## config.mk

```make
export PLATFORM = sky130hd
export DESIGN_NAME = aoi_2_2
export DESIGN_NICKNAME = d
export VERILOG_FILES = /design/src/rtl/aoi_2_2_pkg.sv /design/src/rtl/aoi_2_2_switch_conditioner.sv /design/src/rtl/aoi_2_2.sv
export SDC_FILE = /design/constraint.sdc
export NUM_CORES = 1
export LEC_CHECK = 0
export BUFFER_PORTS_ARGS = -buffer_cell sky130_fd_sc_hd__buf_2
export CAP_MARGIN = 20
export CORE_AREA = 2 2 39 41
export CTS_BUF_LIST = sky130_fd_sc_hd__clkbuf_4 sky130_fd_sc_hd__clkbuf_8
export CTS_CLUSTER_DIAMETER = 150
export DETAILED_ROUTE_END_ITERATION = 8
export DIE_AREA = 0 0 41 43
export PLACE_DENSITY = 0.61
export SLEW_MARGIN = 20
export SYNTH_ARGS = -nofsm -noshare
export SYNTH_HDL_FRONTEND = slang
export SYNTH_HIERARCHICAL = 1
export SYNTH_SLANG_ARGS = --single-unit
export TNS_END_PERCENT = 20
```

## constraint.sdc

```tcl
create_clock -name CLK -period 0.8 [get_ports CLK]
set_clock_uncertainty 0.05 [all_clocks]
set_input_delay 0.08 -clock CLK [delete_from_list [all_inputs] [get_ports CLK]]
set_output_delay 0.08 -clock CLK [all_outputs]
set_load 0.05 [all_outputs]
```

## src/rtl/aoi_2_2_pkg.sv

```systemverilog
// Shared constants and types for the AOI-2-2 seven-segment demo.
package aoi_2_2_pkg;

    // Seven-segment cathode patterns, active-low, bit order g f e d c b a.
    localparam logic [6:0] SEG_ONE   = 7'b1111001;
    localparam logic [6:0] SEG_ZERO  = 7'b1000000;
    localparam logic [6:0] SEG_BLANK = 7'b1111111;

    // Digit anode patterns, active-low.
    localparam logic [3:0] AN_DIGIT0 = 4'b1110;
    localparam logic [3:0] AN_OFF    = 4'b1111;

    // Number of switch inputs handled by the block.
    localparam int NUM_SW = 4;

    // Conditioned switch vector, one field per AOI operand.
    typedef struct packed {
        logic d;
        logic c;
        logic b;
        logic a;
    } sw_vec_t;

endpackage : aoi_2_2_pkg

```

## src/rtl/aoi_2_2_switch_conditioner.sv

```systemverilog
// Single-bit switch conditioner: a SYNC_STAGES-deep synchroniser followed by
// an optional consecutive-cycle debounce filter. Legal SYNC_STAGES is 2..4.
module switch_conditioner #(
    parameter int SYNC_STAGES     = 2,
    parameter int DEBOUNCE_CYCLES = 0
) (
    input  logic clk,
    input  logic rst,
    input  logic din,
    output logic dout
);

    logic [SYNC_STAGES-1:0] sync_d;
    logic [SYNC_STAGES-1:0] sync_q;
    logic                   sync_out;

    // Shift the raw switch into the synchroniser chain; bit 0 is the first stage.
    always_comb begin
        sync_d = {sync_q[SYNC_STAGES-2:0], din};
    end

    // Synchroniser flops, cleared by reset.
    always_ff @(posedge clk) begin
        if (rst) begin
            sync_q <= '0;
        end else begin
            sync_q <= sync_d;
        end
    end

    assign sync_out = sync_q[SYNC_STAGES-1];

    generate
        if (DEBOUNCE_CYCLES == 0) begin : g_no_debounce
            // Without debounce the last synchroniser stage is the accepted value.
            assign dout = sync_out;
        end else begin : g_debounce
            localparam int CNT_W = $clog2(DEBOUNCE_CYCLES + 1);
            // Count reaches DEBOUNCE_CYCLES-1 after that many differing samples;
            // the next differing sample is the accepting one.
            localparam logic [CNT_W-1:0] CNT_LAST = CNT_W'(DEBOUNCE_CYCLES - 1);

            logic             acc_d;
            logic             acc_q;
            logic [CNT_W-1:0] cnt_d;
            logic [CNT_W-1:0] cnt_q;

            // Count consecutive samples that disagree with the accepted value;
            // any agreeing sample clears the count.
            always_comb begin
                acc_d = acc_q;
                cnt_d = '0;
                if (sync_out != acc_q) begin
                    if (cnt_q == CNT_LAST) begin
                        acc_d = sync_out;
                    end else begin
                        cnt_d = cnt_q + 1'b1;
                    end
                end
            end

            // Accepted value and counter; reset discards any pending change.
            always_ff @(posedge clk) begin
                if (rst) begin
                    acc_q <= 1'b0;
                    cnt_q <= '0;
                end else begin
                    acc_q <= acc_d;
                    cnt_q <= cnt_d;
                end
            end

            assign dout = acc_q;
        end
    endgenerate

endmodule : switch_conditioner

```

## src/rtl/aoi_2_2.sv

```systemverilog
// AOI-2-2 gate on four conditioned switches, shown as "0"/"1" on digit 0 of
// a seven-segment display. All outputs are registered.
module aoi_2_2
    import aoi_2_2_pkg::*;
#(
    parameter int SYNC_STAGES     = 2,
    parameter int DEBOUNCE_CYCLES = 0
) (
    input  logic       CLK,
    input  logic       RST,
    input  logic [3:0] SWT,
    output logic [6:0] SEG,
    output logic [3:0] AN
);

    sw_vec_t    sw_clean;
    logic       y;
    logic [6:0] seg_d;
    logic [6:0] seg_q;
    logic [3:0] an_d;
    logic [3:0] an_q;

    genvar gi;
    generate
        for (gi = 0; gi < NUM_SW; gi++) begin : g_sw
            switch_conditioner #(
                .SYNC_STAGES     (SYNC_STAGES),
                .DEBOUNCE_CYCLES (DEBOUNCE_CYCLES)
            ) u_cond (
                .clk  (CLK),
                .rst  (RST),
                .din  (SWT[gi]),
                .dout (sw_clean[gi])
            );
        end
    endgenerate

    // AND-OR-INVERT on the conditioned switches and glyph selection.
    always_comb begin
        y     = ~((sw_clean.a & sw_clean.b) | (sw_clean.c & sw_clean.d));
        seg_d = y ? SEG_ONE : SEG_ZERO;
        an_d  = AN_DIGIT0;
    end

    // Output registers: blank display with all digits off while in reset.
    always_ff @(posedge CLK) begin
        if (RST) begin
            seg_q <= SEG_BLANK;
            an_q  <= AN_OFF;
        end else begin
            seg_q <= seg_d;
            an_q  <= an_d;
        end
    end

    assign SEG = seg_q;
    assign AN  = an_q;

endmodule : aoi_2_2

```

# Yosys cells after proc, flatten, opt, wreduce, memory -nomap -nowiden
# Index checks and enable logic that the tools add are counted.
[totals]
reg_bits = 19
input_bits = 6
output_inout_bits = 11
elab_cells = 11
[classes]
mux = 2
n_bitwise = 3
[ops]
columns = ["cell", "n"]
rows = [
  ["6-bit two-way mux", 1],
  ["1-bit bitwise AND", 2],
  ["1-bit two-way mux", 1],
  ["1-bit bitwise OR", 1],
]

# Logic depth before layout (Yosys ltp)
# Gate-level depths: netlist of the first run.
[logic_depth]
word_depth = 3
mapped_depth = 2
mapped_depth_nobuf = 2

# By module
# The synthesis of the first run kept the hierarchy.
[by_module_without_submodules]
columns = ["module", "n_inst", "cells_per_inst", "area_each_um2", "seq_area_each_um2"]
rows = [
  ["switch_conditioner", 4, 4, 52.6, 40.0],
  ["aoi_2_2", 1, 14, 137.6, 60.1],
]

# Worst setup path before layout of the first run
# Ideal clock, no wire load.
[synth_timing]
path_type = "register to output"
startpoint = "reg SEG[4] (netlist name)"
endpoint = "out SEG[3]"
arrival_ns = 0.934
t_required_ns = 0.670
setup_slack_ns = -0.264
stages_incl_launch_ff = 2
cell_sequence = "dfxtp_1 buf_4"
[synth_lines]
columns = ["item", "line", "text"]
rows = [
  ["end, declared", "aoi_2_2.sv:12", "output logic [6:0] SEG,"],
]

==> summary.md, run 1 <==
| Metric | Value |
|---|---|
| Initial drt markers | 0 |
| Final hold slack | 0.0430 ns |
| DP HPWL | 257 um |
| Setup WS post-layout | -0.124 ns |
| Chip height | 43 um |
| Ranking of synthesized cells by area | dfxtp_1, buf_4, nor2b_1 |
| Die Wd | 41 um |
| VDD IR max | 1.03 mV |
| Comb pwr share | 0.135 |
| Core ar. | 1380 um2 |
| # placed instances | 53 |
| Register area share after synthesis | 0.633 |
| Final ANT Viol Nets | 0 |
| Yosys top cell by area | dfxtp_1 |
| Fin cells | 62 |
| Buffers on Ports | 12 |
| Hold Vio Cnt, Final | 0 |
| Clk pwr share | 0.351 |
| Post-Syn Area | 348 um2 |
| CTS tree | done |
| CP max-delay cell | dfxtp_4 |
| Reg2Reg Depth | 2 |
| Pint | 0.853 mW |
| Worst Hold Path Cells | 2 |
| Num rows | 14 |
| H-tree levels | 1 |
| FF-to-FF setup slack | 0.07 ns |
| Total CTS buffers | 3 |
| Initial antenna violation count | 0 |
| CTS Root Cell | clkbuf_4 |
| Diodes inserted | 0 |
| DRT Pass-1 Iters | 1 |
| Gp weighted congestion | 0.600 |
| Final period utilization | 1.16 |
| Worst Hold End | g_sw[1].u_cond/sync_q[1]$_SDFF_PP0_ |
| Most frequent cell after synthesis | dfxtp_1 |
| Syn-to-layout area delta | 47.5% |
| Most frequent cells after synthesis | dfxtp_1, buf_4, nor2b_1 |
| Via density | 3.60 |
| Total gr overflow | 0 |
| Setup Slack @ Placement | 0.0749 ns |
| Clk Latency, worst-skew pair | 0.26 ns |
| Crit-path leading delay family | flip-flops |
| Critical path arrival | 0.79 ns |
| Worst Path Buf+Inv | 1 |
| Worst-path fanout max | 4 |
| Post-synthesis average cell area | 11.6 um2 |
| Status | finished with violations |
| Effective utilization at floorplan | 0.251 |
| #FFs+latches synth | 11 |
| Final setup violation count | 7 |
| Lkg Pwr | 0.225 nW |
| Critical path cell sequence | buf_6 |
| Gr usage total | 0.0740 |
| Vias in the first global route | 201 |
| Ratio of cells with drive above 1 in the final layout | 0.413 |
| Post-synth top flop | dfxtp_1 |
| Switching Power | 0.271 mW |
| Max stage delay on crit path | 0.37 ns |
| Minimum clock period after layout | 0.924 ns |
| R2r startpoint | g_sw[0].u_cond/sync_q[1]$_SDFF_PP0_ |
| Crit Path Class | reg2out |
| Routed Wire Length | 442 um |
| RSZ-0062 raised after global routing | true |
| Seq pwr share | 0.515 |
| Number of max-cap violations | 0 |
| Failing checks | negative setup slack |
| EDFF count, synth | 0 |
| Compound-Gate Fraction of Synth Area | 0.0216 |
| Pwr Density | 2190 nW/um2 |
| Largest net degree at the start of global routing | 11 |
| Synth Area in Adders | 0 |
| Simple-gate share of the synthesized area | 0.162 |
| Routed length per placed instance | 7.13 um |
| Sw frac | 0.241 |
| Mux share of post-synthesis cell area | 0 |
| I/O pin count | 17 |
| Largest family of logic cells by synthesized area | buffers and inverters |
| Clock tree buffer depth | 2 |
| Synth cell types | 6 |
| Worst setup SP type | flop |
| Max-slew violations | 0 |
| Endpoint class of the critical path | primary output |
| Min-delay src | RST |
| Via Count | 223 |
| Ys Warns | 6 |
| Post-CTS Setup Bufs | 0 |
| Setup TNS | -0.732 ns |
| Post-synthesis cell count | 30 |
| Async S/R FF share, synth | 0 |
| Global-route wire length before repair | 724 um |
| Layout Nets | 53 |
| R2r endpoint | SEG[4]$_SDFF_PP1_ |
| Yosys top cell area share | 0.633 |
| Max Fclk | 1080 MHz |
| # DRC | 0 |
| Xor/xnor share of the synthesized area | 0 |
| Worst endpoint required time | 0.67 ns |
| Clock transition at the registers of the reported paths | 0.06 ns |
| HP Class | in2reg |
| Sink Count | 11 |
| Total Die Area | 1760 um2 |
[sequential cells by signal, summed over array words and instances (netlist names)]
| name | count |
|---|---|
| SEG | 2 |
| g_sw.u_cond/sync_q | 8 |
| AN | 1 |
[area by class of cell]
cell class	instances	area [um2]
repair buffers	17	158
multi-input cells	14	78.8
flip-flops and latches	11	226
fillers	137	871
well taps	16	20.0
clock buffers	4	30.0
[through the flow]
stage	util	total power [mW]	cell area [um2]
final	0.371	1.12	513
after CTS	0.371	1.15	513
after global routing	0.371	1.20	513
after detailed placement	0.278	0.706	384
after global placement	0.278	0.704	384
after floorplan	-	0.699	364
[layer usage]
metal / part of all wire / vias to the layer above / global-route usage
met3: 0.17 / 3 / 0.0942
met2: 0.48 / 19 / 0.103
li1: - / 110 / -
met1: 0.33 / 91 / 0.0430
met4: 0.023 / 0 / 0.0600
met5: 0 / - / 0
[logic make-up (layout without fill, tap and decap cells)]
logic type	Yosys count	count (layout)
compound gates	1	1
buf+inv	8	21
flops	11	11
other cells	1	4
simple gates	9	9
[power groups by stage]
stage / combinational (mW) / sequential (mW) / clock [mW]
after floorplan: 0.0909 / 0.608 / 0
after global placement: 0.117 / 0.587 / 0
after detailed placement: 0.118 / 0.588 / 0
after CTS: 0.151 / 0.579 / 0.418
after global routing: 0.161 / 0.581 / 0.455
final: 0.151 / 0.578 / 0.394
[worst max path at each step]
| stage | from | endpoint | slack [ns] | depth (start not counted) |
|---|---|---|---|---|
| 6_report | SEG[4]$_SDFF_PP1_ | SEG[0] | -0.12 | 1 |
| 5_1_grt | SEG[4]$_SDFF_PP1_ | SEG[0] | -0.17 | 1 |
| 4_1_cts | SEG[4]$_SDFF_PP1_ | SEG[4] | -0.14 | 1 |
| 3_5_place_dp | g_sw[0].u_cond/sync_q[1]$_SDFF_PP0_ | SEG[4]$_SDFF_PP1_ | 0.07 | 2 |
| 3_3_place_gp | g_sw[1].u_cond/sync_q[1]$_SDFF_PP0_ | SEG[4]$_SDFF_PP1_ | 0.08 | 2 |
| 2_1_floorplan | SEG[2]$_SDFF_PP1_ | SEG[2] | -0.05 | 1 |
[layout by cell type (no fill, tap or decap), drive strengths merged]
| cell type | synthesis | layout |
|---|---|---|
| nor2b | 8 | 8 |
| dlygate4sd3 | 0 | 5 |
| or2 | 1 | 1 |
| conb | 1 | 4 |
| dfxtp | 11 | 11 |
| buf | 8 | 12 |
| clkbuf | 0 | 4 |
| a22oi | 1 | 1 |
[what timing repair did]
item / in CTS / in global routing
setup endpoints to repair: 7 / 7
endpoints found under the hold margin: 6 / 0
cloned: 0 / 0
hold buffers: 5 / 0
resized for setup: 16 / 0
Note: power is estimated with default switching activity, not from simulation.
==> inputs of run 2 (changes only) <==
- CORE_AREA: 2 2 39 41 -> not set
- CORE_UTILIZATION: not set -> 25
- DIE_AREA: 0 0 41 43 -> not set
- PLACE_DENSITY: 0.61 -> 0.59
==> summary.md, run 2 (synthesis gave the netlist of run 1 again) <==
| Metric | Value |
|---|---|
| # DRC | 0 (unchanged) |
| Diodes inserted | 0 (unchanged) |
| Routed length per placed instance | 7.16 um (+0.49%) |
| Clk Latency, worst-skew pair | 0.26 ns (about the same) |
| Sw frac | 0.243 (+0.00195) |
| Minimum clock period after layout | 0.928 ns (+0.00364 ns) |
| Clock transition at the registers of the reported paths | 0.07 ns (about the same) |
| DRT Pass-1 Iters | 2 (+1) |
| Via density | 3.39 (-5.7%) |
| Clock tree buffer depth | 2 (unchanged) |
| Hold Vio Cnt, Final | 0 (unchanged) |
| CP max-delay cell | dfxtp_4 |
| Ratio of cells with drive above 1 in the final layout | 0.413 (unchanged) |
| Status | finished with violations |
| Final ANT Viol Nets | 0 (unchanged) |
| CTS Root Cell | clkbuf_4 |
| HP Class | in2reg |
| R2r endpoint | SEG[4]$_SDFF_PP1_ |
| Min-delay src | RST |
| Gp weighted congestion | 0.551 (-8.1%) |
| Final setup violation count | 7 (unchanged) |
| Global-route wire length before repair | 683 um (-5.7%) |
| Die Wd | 39.3 um (-4.1%) |
| Final hold slack | 0.0481 ns (+0.00514 ns) |
| Crit-path leading delay family | flip-flops |
| Met2 routed WL | 197 um (-6.2%) |
| Total Die Area | 1540 um2 (-12%) |
| Layout Nets | 53 (unchanged) |
| Vias in the first global route | 199 (-1.0%) |
| Total gr overflow | 0 (unchanged) |
| Core ar. | 1300 um2 (-6.0%) |
| Pwr Density | 2200 nW/um2 (+0.48%) |
| Max Used Layer | met3 |
| Comb pwr share | 0.134 (about the same) |
| Worst setup SP type | flop |
| Met3 WL post-DR | 40 um (-48%) |
| Routed Wire Length | 437 um (-1.1%) |
| Endpoint class of the critical path | primary output |
| Total CTS buffers | 3 (unchanged) |
| Fill cells | 126 (-8.0%) |
| Critical path arrival | 0.80 ns (about the same) |
| # placed instances | 52 (-1.9%) |
| Effective utilization at floorplan | 0.267 (+0.0160) |
| Overall Power | 1.13 mW (+0.23%) |
| Reg with most FFs | g_sw.u_cond/sync_q |
| Pint | 0.852 mW (about the same) |
| Worst Hold Path Cells | 2 (unchanged) |
| Initial antenna violation count | 0 (unchanged) |
| Buffers on Ports | 12 (unchanged) |
| Most frequent cells in the layout | nor2b_1, dfxtp_1, buf_6 |
| Critical path cell sequence | buf_6 |
| Initial drt markers | 2 (+2) |
| Worst-path fanout max | 4 (unchanged) |
| Max-slew violations | 0 (unchanged) |
| CTS tree | done |
| Register area | 226 um2 (unchanged) |
| Num rows | 13 (-1) |
| Gr usage total | 0.0812 (+0.00728) |
| Reg2Reg Depth | 2 (unchanged) |
| Footprint of the multi-input gates | 78.8 um2 (unchanged) |
| Fin cells | 61 (-1.6%) |
| Post-CTS Setup Bufs | 0 (unchanged) |
| R2r startpoint | g_sw[0].u_cond/sync_q[1]$_SDFF_PP0_ |
| Chip height | 39.3 um (-8.6%) |
| H-tree levels | 1 (unchanged) |
| Switching Power | 0.274 mW (+1.0%) |
| Wl on met1 | 199 um (+38%) |
| Max stage delay on crit path | 0.37 ns (about the same) |
| Worst Path Buf+Inv | 1 (unchanged) |
| Clk pwr share | 0.352 (about the same) |
| Worst Hold End | g_sw[2].u_cond/sync_q[1]$_SDFF_PP0_ |
| Largest register FFs | 8 (unchanged) |
| Setup WS post-layout | -0.128 ns (-0.00364 ns) |
| I/O pin count | 17 (unchanged) |
| Lkg Pwr | 0.225 nW (unchanged) |
| Seq pwr share | 0.513 (-0.002) |
| Largest net degree at the start of global routing | 11 (unchanged) |
| Sink Count | 11 (unchanged) |
| VDD IR max | 1.27 mV (+24%) |
| Failing checks | negative setup slack |
| Via Count | 207 (-7.2%) |
| Worst endpoint required time | 0.67 ns (about the same) |
| RSZ-0062 raised after global routing | true |
| Max Fclk | 1080 MHz (-0.39%) |
| Number of max-cap violations | 0 (unchanged) |
| Final period utilization | 1.16 (+0.00455) |
| Syn-to-layout area delta | 47.1% |
| Crit Path Class | reg2out |
| FF-to-FF setup slack | 0.07 ns (about the same) |
-- run 2: cell counts in the layout (fill, tap and decap cells not counted) --
No cell type changed its count.
-- run 2: metrics by stage --
step | cell area, um2 | setup slack [ns] | util | TNS [ns]
2_1_floorplan | 364 | -0.0475 | - | -0.0475
3_3_place_gp | 383 | 0.0787 | 0.294 | 0
3_5_place_dp | 383 | 0.0694 | 0.294 | 0
4_1_cts | 508 | -0.142 | 0.390 | -0.846
5_1_grt | 512 | -0.162 | 0.393 | -0.980
6_report | 512 | -0.128 | 0.393 | -0.748
-- run 2: power by group through the flow --
| stage | sequential [mW] | clock (mW) | combinational [mW] |
|---|---|---|---|
| 3_3_place_gp | 0.587 | 0 | 0.117 |
| 6_report | 0.578 | 0.397 | 0.151 |
| 4_1_cts | 0.578 | 0.417 | 0.149 |
| 3_5_place_dp | 0.587 | 0 | 0.118 |
| 2_1_floorplan | 0.608 | 0 | 0.0909 |
| 5_1_grt | 0.580 | 0.444 | 0.160 |
-- run 2: worst max-delay path by stage --
stage / start / to / slack (ns) / cells past startpoint
after floorplan: SEG[2]$_SDFF_PP1_ / SEG[2] / -0.05 / 1
after global placement: g_sw[0].u_cond/sync_q[1]$_SDFF_PP0_ / SEG[4]$_SDFF_PP1_ / 0.08 / 2
after detailed placement: g_sw[0].u_cond/sync_q[1]$_SDFF_PP0_ / SEG[4]$_SDFF_PP1_ / 0.07 / 2
after CTS: SEG[4]$_SDFF_PP1_ / SEG[4] / -0.14 / 1
after global routing: SEG[4]$_SDFF_PP1_ / SEG[0] / -0.16 / 1
final: SEG[4]$_SDFF_PP1_ / SEG[0] / -0.13 / 1
-- run 2: timing repair --
item,in CTS,in global routing
endpoints found under the setup margin,7,7
hold buffers,5,0
endpoints found under the hold margin,6,0
gates resized for setup,15,1
-- run 2: area by class of cell --
| cell class | count | area share |
|---|---|---|
| clock buffers | 4 | 0.0587 |
| multi-input cells | 14 | 0.154 |
| well taps | 15 | 0.0367 |
| flip-flops and latches | 11 | 0.443 |
| repair buffers | 17 | 0.308 |
-- run 2: metal layers --
metal / vias up / global-route usage
li1: 110 / -
met1: 80 / 0.0421
met2: 17 / 0.133
met3: 0 / 0.0852
met4: 0 / 0.0776
met5: - / 0
==> inputs of run 3 (changes only) <==
- MAX_ROUTING_LAYER: not set -> met4
==> summary.md, run 3 (synthesis gave the netlist of run 1 again) <==
| Metric | Value |
|---|---|
| Status | finished with violations |
| Failing checks | negative setup slack |
| Sink Count | 11 (unchanged) |
| Largest net degree at the start of global routing | 11 (unchanged) |
| Via Count | 209 (+0.97%) |
| Global-route wire length before repair | 683 um (unchanged) |
| Footprint of the multi-input gates | 78.8 um2 (unchanged) |
| Number of max-cap violations | 0 (unchanged) |
| Max Fclk | 1080 MHz (-0.17%) |
| Max-slew violations | 0 (unchanged) |
| Max Used Layer | met3 |
| # DRC | 0 (unchanged) |
| Hold Vio Cnt, Final | 0 (unchanged) |
| Most frequent cells in the layout | nor2b_1, dfxtp_1, buf_6 |
| CP max-delay cell | dfxtp_4 |
| VDD IR max | 1.26 mV (-0.25%) |
| Total Die Area | 1540 um2 (unchanged) |
| Reg with most FFs | g_sw.u_cond/sync_q |
| Max stage delay on crit path | 0.37 ns (about the same) |
| FF-to-FF setup slack | 0.07 ns (about the same) |
| R2r startpoint | g_sw[0].u_cond/sync_q[1]$_SDFF_PP0_ |
| Worst Path Buf+Inv | 1 (unchanged) |
| Setup WS post-layout | -0.130 ns (-0.00159 ns) |
| Worst Hold End | g_sw[2].u_cond/sync_q[1]$_SDFF_PP0_ |
| Minimum clock period after layout | 0.930 ns (+0.00159 ns) |
| Syn-to-layout area delta | 47.1% (unchanged) |
| Worst-path fanout max | 4 (unchanged) |
| Diodes inserted | 0 (unchanged) |
| Clock transition at the registers of the reported paths | 0.07 ns (about the same) |
| Fin cells | 61 (unchanged) |
| Critical path arrival | 0.80 ns (about the same) |
| Crit Path Class | reg2out |
| Met3 WL post-DR | 63 um (+57%) |
| Largest register FFs | 8 (unchanged) |
| Routed Wire Length | 439 um (+0.46%) |
| # placed instances | 52 (unchanged) |
| Post-CTS Setup Bufs | 0 (unchanged) |
| Gr usage total | 0.0832 (+0.00199) |
| Critical path cell sequence | buf_6 |
| Crit-path leading delay family | flip-flops |
| HP Class | in2reg |
| Num rows | 13 (unchanged) |
| RSZ-0062 raised after global routing | true |
| Final period utilization | 1.16 (+0.00198) |
| Die Wd | 39.3 um (unchanged) |
| Lkg Pwr | 0.225 nW (unchanged) |
| Routed length per placed instance | 7.20 um (+0.46%) |
| Worst setup SP type | flop |
| Total CTS buffers | 3 (unchanged) |
| Final setup violation count | 7 (unchanged) |
| Setup TNS | -0.759 ns (-0.0111 ns) |
| Wl on met1 | 182 um (-8.5%) |
| Met2 routed WL | 194 um (-1.5%) |
| Gp weighted congestion | 0.553 (+0.36%) |
| Via density | 3.43 (+0.97%) |
| Endpoint class of the critical path | primary output |
| Pwr Density | 2200 nW/um2 (+0.12%) |
| H-tree levels | 1 (unchanged) |
| CTS Root Cell | clkbuf_4 |
| Register area | 226 um2 (unchanged) |
| CTS tree | done |
| Worst endpoint required time | 0.67 ns (about the same) |
| Initial drt markers | 2 (unchanged) |
| Buffers on Ports | 12 (unchanged) |
| Chip height | 39.3 um (unchanged) |
| Reg2Reg Depth | 2 (unchanged) |
| R2r endpoint | SEG[4]$_SDFF_PP1_ |
| Worst Hold Path Cells | 2 (unchanged) |
| Clk Latency, worst-skew pair | 0.27 ns (about the same) |
| DRT Pass-1 Iters | 3 (+1) |
| Core ar. | 1300 um2 (unchanged) |
| Final ANT Viol Nets | 0 (unchanged) |
| I/O pin count | 17 (unchanged) |
| Initial antenna violation count | 0 (unchanged) |
| Clock tree buffer depth | 2 (unchanged) |
| Vias in the first global route | 197 (-1.0%) |
| Fill cells | 126 (unchanged) |
| Min-delay src | RST |
| Total gr overflow | 0 (unchanged) |
| Effective utilization at floorplan | 0.267 (unchanged) |
| Layout Nets | 53 (unchanged) |
| Ratio of cells with drive above 1 in the final layout | 0.413 (unchanged) |
==> run 3: cell counts in the layout (fill, tap and decap cells not counted) <==
Identical to the previous run, type by type.
==> run 3: final cells by class <==
| type | count | share of cell area |
|---|---|---|
| Clock buffer | 4 | 0.0587 |
| Timing Repair Buffer | 17 | 0.308 |
| Sequential cell | 11 | 0.443 |
| Tap cell | 15 | 0.0367 |
| Multi-Input combinational cell | 14 | 0.154 |
==> run 3: timing repair <==
item	in CTS	in global routing
hold buffers	5	0
endpoints found under the hold margin	6	0
endpoints found under the setup margin	7	7
gates resized for setup	15	1
==> run 3: worst max-delay path by stage <==
stage | start | slack (ns) | endpoint | cells past startpoint
after floorplan | SEG[2]$_SDFF_PP1_ | -0.05 | SEG[2] | 1
after global placement | g_sw[0].u_cond/sync_q[1]$_SDFF_PP0_ | 0.08 | SEG[4]$_SDFF_PP1_ | 2
after detailed placement | g_sw[0].u_cond/sync_q[1]$_SDFF_PP0_ | 0.07 | SEG[4]$_SDFF_PP1_ | 2
after CTS | SEG[4]$_SDFF_PP1_ | -0.14 | SEG[4] | 1
after global routing | SEG[4]$_SDFF_PP1_ | -0.16 | SEG[0] | 1
final | SEG[4]$_SDFF_PP1_ | -0.13 | SEG[0] | 1
==> run 3: layer usage <==
layer | global-route usage | up-vias
met1 | 0.0421 | 79
li1 | - | 110
met2 | 0.133 | 20
met3 | 0.0852 | 0
met4 | 0.0776 | 0
met5 | - | -
==> run 3: through the flow <==
stage | utilization | hold WS (ns) | power, mW | cell area (um2) | setup WS (ns)
6_report | 0.393 | 0.0492 | 1.13 | 512 | -0.130
3_5_place_dp | 0.294 | 0.242 | 0.705 | 383 | 0.0694
4_1_cts | 0.390 | 0.0332 | 1.14 | 508 | -0.142
3_3_place_gp | 0.294 | 0.238 | 0.704 | 383 | 0.0787
2_1_floorplan | - | 0.0577 | 0.699 | 364 | -0.0475
5_1_grt | 0.393 | 0.0435 | 1.18 | 512 | -0.162
==> run 3: report_power, final <==
group / internal (mW) / switching [mW]
combinational: 0.0556 / 0.0958
clock: 0.227 / 0.172
sequential: 0.570 / 0.00804
